<file path="config.mk">
export PLATFORM = sky130hd
export DESIGN_NAME = uart_tx_fifo
export DESIGN_NICKNAME = d
export VERILOG_FILES = /design/src/rtl/uart_tx_fifo.sv
export SDC_FILE = /design/constraint.sdc
export NUM_CORES = 1
export LEC_CHECK = 0
export CAP_MARGIN = 5
export CORE_MARGIN = 2
export CORE_UTILIZATION = 55
export DETAILED_ROUTE_END_ITERATION = 10
export GPL_ROUTABILITY_DRIVEN = 0
export PLACE_DENSITY = 0.82
export SYNTH_ARGS = -nofsm -noshare
export SYNTH_HDL_FRONTEND = slang
export SYNTH_SLANG_ARGS = --single-unit
export TNS_END_PERCENT = 100
</file>
<file path="constraint.sdc">
create_clock -name i_CLK -period 3.02 [get_ports i_CLK]
set_clock_uncertainty 0.15 [all_clocks]
set_input_delay 0.453 -clock i_CLK [delete_from_list [all_inputs] [get_ports i_CLK]]
set_output_delay 0.453 -clock i_CLK [all_outputs]
set_load 0.01 [all_outputs]
</file>
<file path="src/rtl/uart_tx_fifo.sv">
// ============================================================================
// Module   : uart_tx_fifo
// Purpose  : Memory-mapped 8N1 UART transmitter fed by a small byte FIFO.
// Revision : 1.0
// ============================================================================
`default_nettype none

module uart_tx_fifo #(
    parameter int CLKS_PER_BIT = 434,
    parameter int FIFO_DEPTH   = 16
) (
    input  logic        i_CLK,
    input  logic        i_RESET_n,
    input  logic [7:0]  i_Data,
    input  logic        i_Write_EN,
    output logic        o_TX,
    output logic        o_Full,
    output logic        o_Busy,
    output logic [15:0] o_Status
);

    localparam int c_AW = $clog2(FIFO_DEPTH);
    localparam int c_CW = c_AW + 1;
    localparam int c_BW = $clog2(CLKS_PER_BIT);

    localparam logic [c_CW-1:0] c_DEPTH     = c_CW'(FIFO_DEPTH);
    localparam logic [c_CW-1:0] c_CNT_ONE   = c_CW'(1);
    localparam logic [c_AW-1:0] c_PTR_ONE   = c_AW'(1);
    localparam logic [c_BW-1:0] c_BAUD_LAST = c_BW'(CLKS_PER_BIT - 1);
    localparam logic [c_BW-1:0] c_BAUD_ONE  = c_BW'(1);

    typedef enum logic [1:0] {
        ST_IDLE  = 2'd0,
        ST_START = 2'd1,
        ST_DATA  = 2'd2,
        ST_STOP  = 2'd3
    } state_t;

    logic [7:0]      mem_q [FIFO_DEPTH];
    logic [c_AW-1:0] wr_ptr_q, wr_ptr_d;
    logic [c_AW-1:0] rd_ptr_q, rd_ptr_d;
    logic [c_CW-1:0] count_q,  count_d;
    logic            full_q,   full_d;
    state_t          state_q,  state_d;
    logic [c_BW-1:0] baud_q,   baud_d;
    logic [2:0]      idx_q,    idx_d;
    logic [7:0]      sh_q,     sh_d;
    logic            tx_q,     tx_d;

    logic w_push;
    logic w_pop;
    logic w_nonempty;
    logic w_baud_last;

    // Full is taken from the registered flag, so a same-edge pop never frees room.
    assign w_push      = i_Write_EN & ~full_q;
    assign w_nonempty  = (count_q != '0);
    assign w_baud_last = (baud_q == c_BAUD_LAST);

    always_comb begin
        state_d = state_q;
        baud_d  = baud_q;
        idx_d   = idx_q;
        sh_d    = sh_q;
        tx_d    = tx_q;
        w_pop   = 1'b0;
        case (state_q)
            ST_IDLE: begin
                tx_d = 1'b1;
                if (w_nonempty) begin
                    w_pop   = 1'b1;
                    sh_d    = mem_q[rd_ptr_q];
                    baud_d  = '0;
                    tx_d    = 1'b0;
                    state_d = ST_START;
                end
            end
            ST_START: begin
                if (w_baud_last) begin
                    baud_d  = '0;
                    idx_d   = 3'd0;
                    tx_d    = sh_q[0];
                    state_d = ST_DATA;
                end else begin
                    baud_d = baud_q + c_BAUD_ONE;
                end
            end
            ST_DATA: begin
                if (w_baud_last) begin
                    baud_d = '0;
                    if (idx_q == 3'd7) begin
                        tx_d    = 1'b1;
                        state_d = ST_STOP;
                    end else begin
                        idx_d = idx_q + 3'd1;
                        tx_d  = sh_q[idx_q + 3'd1];
                    end
                end else begin
                    baud_d = baud_q + c_BAUD_ONE;
                end
            end
            ST_STOP: begin
                if (w_baud_last) begin
                    baud_d = '0;
                    // Chain straight into the next start bit when more data waits.
                    if (w_nonempty) begin
                        w_pop   = 1'b1;
                        sh_d    = mem_q[rd_ptr_q];
                        tx_d    = 1'b0;
                        state_d = ST_START;
                    end else begin
                        tx_d    = 1'b1;
                        state_d = ST_IDLE;
                    end
                end else begin
                    baud_d = baud_q + c_BAUD_ONE;
                end
            end
            default: begin
                tx_d    = 1'b1;
                state_d = ST_IDLE;
            end
        endcase
    end

    always_comb begin
        wr_ptr_d = w_push ? (wr_ptr_q + c_PTR_ONE) : wr_ptr_q;
        rd_ptr_d = w_pop  ? (rd_ptr_q + c_PTR_ONE) : rd_ptr_q;
        count_d  = count_q;
        case ({w_push, w_pop})
            2'b10:   count_d = count_q + c_CNT_ONE;
            2'b01:   count_d = count_q - c_CNT_ONE;
            default: count_d = count_q;
        endcase
        full_d = (count_d == c_DEPTH);
    end

    always_ff @(posedge i_CLK) begin
        if (w_push) begin
            mem_q[wr_ptr_q] <= i_Data;
        end
    end

    always_ff @(posedge i_CLK or negedge i_RESET_n) begin
        if (!i_RESET_n) begin
            wr_ptr_q <= '0;
            rd_ptr_q <= '0;
            count_q  <= '0;
            full_q   <= 1'b0;
            state_q  <= ST_IDLE;
            baud_q   <= '0;
            idx_q    <= 3'd0;
            sh_q     <= 8'd0;
            tx_q     <= 1'b1;
        end else begin
            wr_ptr_q <= wr_ptr_d;
            rd_ptr_q <= rd_ptr_d;
            count_q  <= count_d;
            full_q   <= full_d;
            state_q  <= state_d;
            baud_q   <= baud_d;
            idx_q    <= idx_d;
            sh_q     <= sh_d;
            tx_q     <= tx_d;
        end
    end

    assign o_TX     = tx_q;
    assign o_Full   = full_q;
    assign o_Busy   = w_nonempty | (state_q != ST_IDLE);
    assign o_Status = {14'b0, o_Busy, o_Full};

endmodule

`default_nettype wire

</file>
Yosys cells after proc, flatten, opt, wreduce, memory -nomap -nowiden
Memory sizes are Yosys's and may differ from the RTL's.
Index checks and enable logic that the tools add are counted.
Widths: inputs -> output; s select.
- register bits: 37
- memory bits (writable): 128
- output and inout bits: 19
- memories: 1
- $add $sub $neg: 6
- magnitude comparators: 1
- eq/ne operators: 14
- multiplexer cells: 31
- bitwise operators: 3
- reductions and logical operators: 10
- memory list (memory ; words ; width ; read ports ; clocked after Yosys merged registers in ; wr ports ; RTL line ; text):
    mem_q ; 16 ; 8 ; 1 ; 0 ; 1 ; 39 ; logic [7:0] mem_q [FIFO_DEPTH];
- operators by type and width (operator ; number):
    $mux 9 ; 2
    $pmux 9 s2 ; 1
    $mux 8 ; 2
    $pmux 8 s2 ; 1
    $ne 2x2->1 const B ; 6
    $mux 1 ; 11
    $mux 2 ; 5
    $pmux 5 s2 ; 1
    $add 9x1->9 const B ; 1
    $eq 9x9->1 const B ; 1
    $mux 3 ; 3
    $add 4x1->4 const B ; 2
    $pmux 2 s4 ; 1
    $eq 2x2->1 const B ; 3
    $pmux 3 s2 ; 1
    $reduce_bool 2->1 ; 3
    $add 5x1->5 const B ; 1
    $eq 5x5->1 const B ; 1
    $reduce_and 5->1 ; 1
    $reduce_bool 5->1 ; 1
    $sub 5x1->5 const B ; 1
    $eq 2x1->1 const B ; 2
    $lt 3x4->1 const B ; 1
    $pmux 1 s4 ; 1
    12 further kinds ; 12

Logic depth before layout (Yosys ltp)
Gate-level depths: netlist (run 1).
- depth after elaboration: 7
- gate-level depth with buffers: 12

Worst setup path after synthesis (run 1)
Ideal clock, no wire load.
- kind: flip-flop to flip-flop
- from: register baud_q[1]
- to: register full_q, in the netlist o_Full
- setup time: 0.100 ns
- arrival time: 2.556 ns
- data required time: 2.770 ns
- path slack: 0.214 ns
- cell stages (with the launch flop): 12
- buffers on the path: 0
- clock period less this slack: 2.806 ns
- cells stage by stage: dfrtp_1 inv_1 ha_1 and4b_1 a31oi_1 nor3_1 ha_1 a21o_1 a21oi_1 or3b_1 xnor2_1 nor4bb_1
- longest elaborated chain between the ends: 6
- elaborated cells between the ends (all ways): 7
- those cells by class: eq/ne: 4; mux: 3
- ends and longest elaborated chain (item ; RTL line ; text):
    from (decl) ; 45 ; logic [c_BW-1:0] baud_q, baud_d;
    from (signal assigned) ; 161 ; baud_q <= baud_d;
    $eq 9x9->1 * ; 58 ; assign w_baud_last = (baud_q == c_BAUD_LAST);
    $mux 1 * ; 103 ; if (w_baud_last) begin
    $pmux 1 s2 * ; 67 ; case (state_q)
    $eq 2x1->1 / $eq 2x2->1 (equally long branches) ; 130 ; case ({w_push, w_pop})
    $pmux 5 s2 * ; 130 ;
    via count_d[2] ; 42 ; logic [c_CW-1:0] count_q, count_d;
    $eq 5x5->1 * ; 135 ; full_d = (count_d == c_DEPTH);
    via full_d ; 43 ; logic full_q, full_d;
    to (signal assigned) ; 159 ; full_q <= full_d;
    to (decl) ; 43 ;
Mark *: on every way through the listed nets, which the timed path passes. The rest lies on a longest branch.
A chain may end at the register's enable or synchronous reset.

Final worst setup path (run 1)
- from: register baud_q[0]
- to: register full_q, in the netlist o_Full
The elaborated chain is that of the path after synthesis.

==> metrics.md, run 1 <==
| Metric | Value |
|---|---|
| Top Usage Layer GRT | met2 |
| FF-to-FF End | o_Full |
| Initial DRT Pass Iterations | 4 |
| Via/cell ratio | 5.82 |
| Crit path cell chain | ha_1 > and4b_1 > a31o_2 > and2_4 > xor2_1 > ha_2 > a21o_1 > nand3_1 > or3b_4 > xnor2_1 > nor4bb_1 |
| CP Launch Point | baud_q[0] |
| Routed length per instance | 21.4 µm |
| R2R Path Start | baud_q[0] |
| CTS Sinks | 165 |
| GRT Total Usage | 20.9% |
| Minimum clock period | 2930 ps |
| Total power | 7.91 mW |
| Worst path required time | 3200 ps |
| Sequential cell area fraction in the yosys report | 66.0% |
| Pwr/cell area | 965 nW/µm² |
| Most frequent cells in the layout | edfxtp_1 (128), dfrtp_1 (34), mux4_1 (24) |
| GRT met2 Usage | 34.6% |
| Final Core Density | 64.5% |
| Crit path DAT | 3110 ps |
| Max Root-Sink Buffers | 2 |
| Met1 usage | 25.4% |
| Slew Limit Headroom | 44.1% |
| #FFs+latches synth | 165 |
| Hold_ws | 343 ps |
| Final-report setup violation count | 0 |
| First-pass GRT wire length | 21300 µm |
| Number of global-route vias before repair | 3822 |
| Setup ws final | 85.5 ps |
| Worst ir drop on vdd | 0.708 mV |
| Netlist cell types | 49 |
| Top-area cell type share of the netlist area | 53.1% |
| Initial Utilization | 56.9% |
| Synthesized area | 7230 µm² |
| Cell Count, Final, Fillers Out | 625 |
| CTS Root Cell | clkbuf_16 |
| Int Pwr | 5.42 mW |
| Final WL | 13400 µm |
| Slew Limit Fails | 0 |
| Clock Pin Slew Worst Setup and Hold Paths | 70 ps |
| Area share of and/or/nand/nor cells after synthesis | 5.95% |
| Worst Setup Path Type | reg -> reg |
| Gr ovfl total | 0 |
| Layout cell share with drive strength beyond 1 | 21.0% |
| Ys Warns | 0 |
| Crit path largest cell delay | 440 ps |
| GR Util met3 | 5.55% |
| Avg Inst Size Synth | 17.8 µm² |
| RSZ-0062 raised after global routing | true |
| Chip height | 119 µm |
| Max cap viols | 0 |
| Status | finished, final reports clean |
| Synth Area in Adders | 2.77% |
| Drt drc | 0 |
| TNS Setup | 0 ps |
| Max FO, Critical Path | 6 |
| Port-buffer cells | 15 |
| Tightest Hold Check Type | reg -> reg |
| Commonest non-fill, non-tap cell in the layout | edfxtp_1 |
| Area contributors post-synth | edfxtp_1 (53%), dfrtp_1 (12%), mux4_1 (8.7%) |
| Worst hold stages | 2 |
| Post-synthesis mux area share | 16.6% |
| XOR/XNOR Fraction of Synth Area | 1.45% |
| Sw Share | 31.5% |
| Initial antenna violation count | 0 |
| Number of cell rows | 41 |
| Area leader, netlist | edfxtp_1 |
| Startpoint types | flip-flop |
| Largest net degree at the start of global routing | 38 |
| Placed Instance Area | 7540 µm² |
| EDFF count, synth | 128 |
| Area grow syn2layout | 13.4% |
| Dpl hpwl | 8310 µm |
| Final hold violations | 0 |
| ANT nets after route | 0 |
| Ys flop type | edfxtp_1 |
| CTS H-Tree Depth | 4 |
| Worst reg2reg path depth | 11 |
| Fmax | 341 MHz |
| Post-route clock period utilization | 97.2% |
| Comb power frac | 31.4% |
| R2R Setup Slk | 90 ps |
| Io pins | 30 |
| Drt first-iter violations | 351 |
| Total die area | 14100 µm² |
| Worst Tran Pin Value | 838 ps |
| Worst setup EP type | flip-flop |
| Vias | 3639 |
| Largest family of logic cells by synthesized area | multiplexers |
| Clock power share | 28.2% |
| Slowest cell on crit path | dfrtp_2 |
| Core outline area | 12700 µm² |
| Switch Pwr | 2.49 mW |
| TritonCTS clock tree | done |
| Lkg Pwr | 2.98 nW |
| Final instance area | 8200 µm² |
| Ant diodes | 0 |
| Synth Area in Compound Gates | 3.68% |
| Synth Instances | 407 |
| Hold path startpoint | o_TX |
| Hold Path End | o_TX |
| Net count reported at finish | 467 |
| Placed Cells | 590 |
| Sequential Power Share | 40.4% |
| Asr flop ratio synth | 22.4% |
| CTS buffer count | 17 |
| Place WS | -109 ps |
| Die X | 119 µm |
| Worst skew pair latency | 430 ps |
state kept, by name (all words and copies together) (netlist names):
name,cells
sh_q,8
mem_q,128
o_TX,1
rd_ptr_q,4
o_Full,1
baud_q,9
idx_q,3
wr_ptr_q,4
state_q,2
count_q,5
power groups by stage:
| stage | Sequential (mW) | Clock [mW] | Combinational, mW |
|---|---|---|---|
| finish | 3.20 | 2.23 | 2.48 |
| global route | 3.25 | 2.35 | 2.68 |
| CTS | 3.20 | 2.27 | 2.45 |
| detailed placement | 3.23 | 0 | 2.40 |
| global placement | 3.20 | 0 | 2.30 |
| floorplan | 3.04 | 0 | 1.94 |
critical path, delay by kind of cell, from the launching register on:
family          cells  cell delay, ps
fa+ha+maj           2             400
flops               1             440
xor+xnor            2             290
simple gates        5            1120
compound gates      2             440
timing repair:
item	in CTS	in global routing
setup buffers	0	2
gates resized for setup	0	8
endpoints found under the setup margin	0	3
endpoints found under the hold margin	36	0
hold buffers	1	0
kinds of logic (layout without fill, tap and decap cells):
family | after synthesis | in the layout
flops | 165 | 165
simple gates | 77 | 77
mux | 57 | 57
buf+inv | 40 | 73
compound gates | 39 | 39
fa+ha+maj | 16 | 16
xor+xnor | 12 | 12
other cells | 1 | 14
layout make-up:
class | count | area [µm²]
Sequential cell | 165 | 4770
Fill cell | 876 | 4520
Timing Repair Buffer | 32 | 288
Inverter | 9 | 33.8
Clock buffer | 17 | 425
Clock inverter | 15 | 189
Multi-Input combinational cell | 215 | 2280
Tap cell | 172 | 215
per-layer routing:
metal,vias to the layer above,wire [µm]
li1,1656,-
met1,1865,5420
met2,98,7060
met3,20,602
met4,0,316
met5,-,0
how the worst max path moves through the flow:
stage,slack [ps],to,cells after the start
floorplan,210,o_Full,11
global placement,80,o_Full,11
detailed placement,-110,o_Full,11
CTS,4,o_Full,11
global route,-40,o_Full,11
finish,90,o_Full,11
cell usage after synthesis (all sizes together) (6+ instances only):
master,instances
mux2,13
clkbuf,6
inv,9
dfrtp,36
and2,18
a22o,6
xnor2,8
edfxtp,128
mux4,42
ha,16
o21ai,15
nor2,12
nand2,14
buf,25
Power figures use the tool's default switching activity.
==> run 2, diff against run 1 <==
--- a/config.mk
+++ b/config.mk
@@ -6,5 +6,4 @@
 export NUM_CORES = 1
 export LEC_CHECK = 0
-export CAP_MARGIN = 5
 export CORE_MARGIN = 2
 export CORE_UTILIZATION = 55
--- a/constraint.sdc
+++ b/constraint.sdc
@@ -3,3 +3,3 @@
 set_input_delay 0.453 -clock i_CLK [delete_from_list [all_inputs] [get_ports i_CLK]]
 set_output_delay 0.453 -clock i_CLK [all_outputs]
-set_load 0.01 [all_outputs]
+set_load 0.005 [all_outputs]
==> run 2 against run 1 <==
  * Sequential power about the same
  * Clock power about the same
  * Critical path depth up 1
  * Via count up 0.96%
  * Final cell count up 0.32%
  * Die area unchanged
  * Setup slack worse by 11 ps
  * First-iteration DRC count down 8.5%
  * Global-route usage unchanged
  * Largest cell class unchanged
  * Highest routed layer unchanged
==> metrics.md, run 2 (synthesized netlist as in run 1, its figures left out) <==
| Metric | Value |
|---|---|
| Cell Count, Final, Fillers Out | 627 (+0.32%) |
| Worst hold stages | 2 (unchanged) |
| Net count reported at finish | 469 (+0.43%) |
| First-pass GRT wire length | 21300 µm (unchanged) |
| FF-to-FF End | o_Full |
| Multi-input gate area in the final layout | 2270 µm² (about the same) |
| Fmax | 339 MHz (-0.38%) |
| # fillers | 874 (-0.23%) |
| Ant diodes | 0 (unchanged) |
| Core outline area | 12700 µm² (unchanged) |
| Status | finished, final reports clean |
| CTS buffer count | 17 (unchanged) |
| Placed Cells | 590 (unchanged) |
| Drt drc | 0 (unchanged) |
| CTS Root Cell | clkbuf_16 |
| Worst skew pair latency | 430 ps (about the same) |
| Max FO, Critical Path | 4 (-2) |
| Layout cell share with drive strength beyond 1 | 21.1% (+0.13 points) |
| Final WL | 13500 µm (+0.70%) |
| Initial antenna violation count | 0 (unchanged) |
| GRT Total Usage | 20.9% (unchanged) |
| Routed length per instance | 21.5 µm (+0.38%) |
| Max cap viols | 0 (unchanged) |
| Initial Utilization | 56.9% (unchanged) |
| Number of global-route vias before repair | 3822 (unchanged) |
| Worst ir drop on vdd | 0.706 mV (-0.18%) |
| Biggest register | mem_q |
| Total die area | 14100 µm² (unchanged) |
| Tightest Hold Check Type | reg -> reg |
| Lkg Pwr | 2.99 nW (+0.35%) |
| Number of cell rows | 41 (unchanged) |
| Worst path required time | 3200 ps (about the same) |
| Gr ovfl total | 0 (unchanged) |
| Hold_ws | 343 ps (+0.0400 ps) |
| Area grow syn2layout | 13.6% |
| Startpoint types | flip-flop |
| Vias | 3674 (+0.96%) |
| Dpl hpwl | 8310 µm (unchanged) |
| Pwr/cell area | 965 nW/µm² (about the same) |
| Clock Pin Slew Worst Setup and Hold Paths | 70 ps (about the same) |
| R2R Setup Slk | 70 ps (about the same) |
| Port-buffer cells | 15 (unchanged) |
| Slew Limit Fails | 0 (unchanged) |
| Crit path DAT | 3130 ps (+20 ps) |
| Most frequent cells in the layout | edfxtp_1 (128), dfrtp_1 (34), mux4_1 (24) |
| Slew Limit Headroom | 44.8% (+0.66 points) |
| TritonCTS clock tree | done |
| Worst setup EP type | flip-flop |
| Hold Path End | o_TX |
| Commonest non-fill, non-tap cell in the layout | edfxtp_1 |
| Largest net degree at the start of global routing | 38 (unchanged) |
| R2R Path Start | baud_q[1] |
| CTS Sinks | 165 (unchanged) |
| Total power | 7.93 mW (+0.22%) |
| Max reg flops | 128 (unchanged) |
| FF+latch area | 4770 µm² (unchanged) |
| ANT nets after route | 0 (unchanged) |
| Worst Tran Pin Value | 828 ps (-9.92 ps) |
| Via/cell ratio | 5.86 (+0.64%) |
| Chip height | 119 µm (unchanged) |
| Die X | 119 µm (unchanged) |
| Initial DRT Pass Iterations | 4 (unchanged) |
| Worst Setup Path Type | reg -> reg |
| Biggest regs | mem_q x128, baud_q x9, sh_q x8 |
| Minimum clock period | 2950 ps (+11.2 ps) |
| CTS H-Tree Depth | 4 (unchanged) |
| Max Root-Sink Buffers | 2 (unchanged) |
| Final hold violations | 0 (unchanged) |
| Worst reg2reg path depth | 12 (+1) |
| Hold path startpoint | o_TX |
| Drt first-iter violations | 321 (-8.5%) |
| Io pins | 30 (unchanged) |
| Post-route clock period utilization | 97.5% (+0.37 points) |
| Final-report setup violation count | 0 (unchanged) |
[run 2: per-stage QoR]
| stage | worst slack (ps) | utilization (%) | setup TNS, ps | cell area (µm²) |
|---|---|---|---|---|
| floorplan | 214 | - | 0 | 7280 |
| global placement | 76.5 | 59.3 | 0 | 7540 |
| detailed placement | -109 | 59.3 | -109 | 7540 |
| CTS | 4.06 | 64.2 | 0 | 8170 |
| global route | -49.6 | 64.6 | -49.6 | 8210 |
| finish | 74.3 | 64.6 | 0 | 8210 |
[run 2: worst max-delay path by stage]
stage                    start  endpoint  cells past startpoint
global route         baud_q[1]    o_Full                     12
detailed placement  i_Write_EN    o_Full                     11
global placement    i_Write_EN    o_Full                     11
CTS                  baud_q[0]    o_Full                     11
floorplan            baud_q[1]    o_Full                     11
finish               baud_q[1]    o_Full                     12
[run 2: layer usage]
metal  part of all wire, %  routed length, µm  global-route usage (%)
met5                     0                  0                       0
met4                   2.9                391                    10.3
met3                   5.6                754                    5.55
met2                    52               6960                    34.6
met1                    40               5380                    25.4
[run 2: final cells by class]
cell class | count | share of cell area (%)
clock inverter | 15 | 2.30
timing repair buffer | 34 | 3.69
sequential | 165 | 58.1
tap | 172 | 2.62
multi-input combinational | 215 | 27.7
clock buffer | 17 | 5.18
inverter | 9 | 0.411
[run 2: report_power, final]
part           leakage (nW)  internal (mW)  switching [mW]
Sequential             1.61           2.85           0.348
Combinational          1.07           1.33            1.17
Clock                 0.299           1.26           0.979
Total                  2.99           5.43            2.49
[run 2: worst max-delay path, stage by stage (launching register included)]
cell and delay, ps:
dfrtp_1 410, inv_2 50, ha_1 170, and4b_1 220, a31o_2 270, and2_4 150, xor2_1 140, ha_2 200
a21o_1 170, nand3_1 90, or3b_4 380, xnor2_1 150, nor4bb_1 280
[run 2: repair_timing]
| item | CTS | global route |
|---|---|---|
| hold buffers | 1 | 0 |
| endpoints found under the setup margin | 0 | 1 |
| hold endpoints to repair | 36 | 0 |
| setup buffers | 0 | 4 |
| gates resized for setup | 0 | 7 |
==> run 3, diff against run 2 <==
CTS_CLUSTER_SIZE = 20   (was unset)
==> results of run 3 <==
Final layout, timing and power as in run 2 (identical DEF).
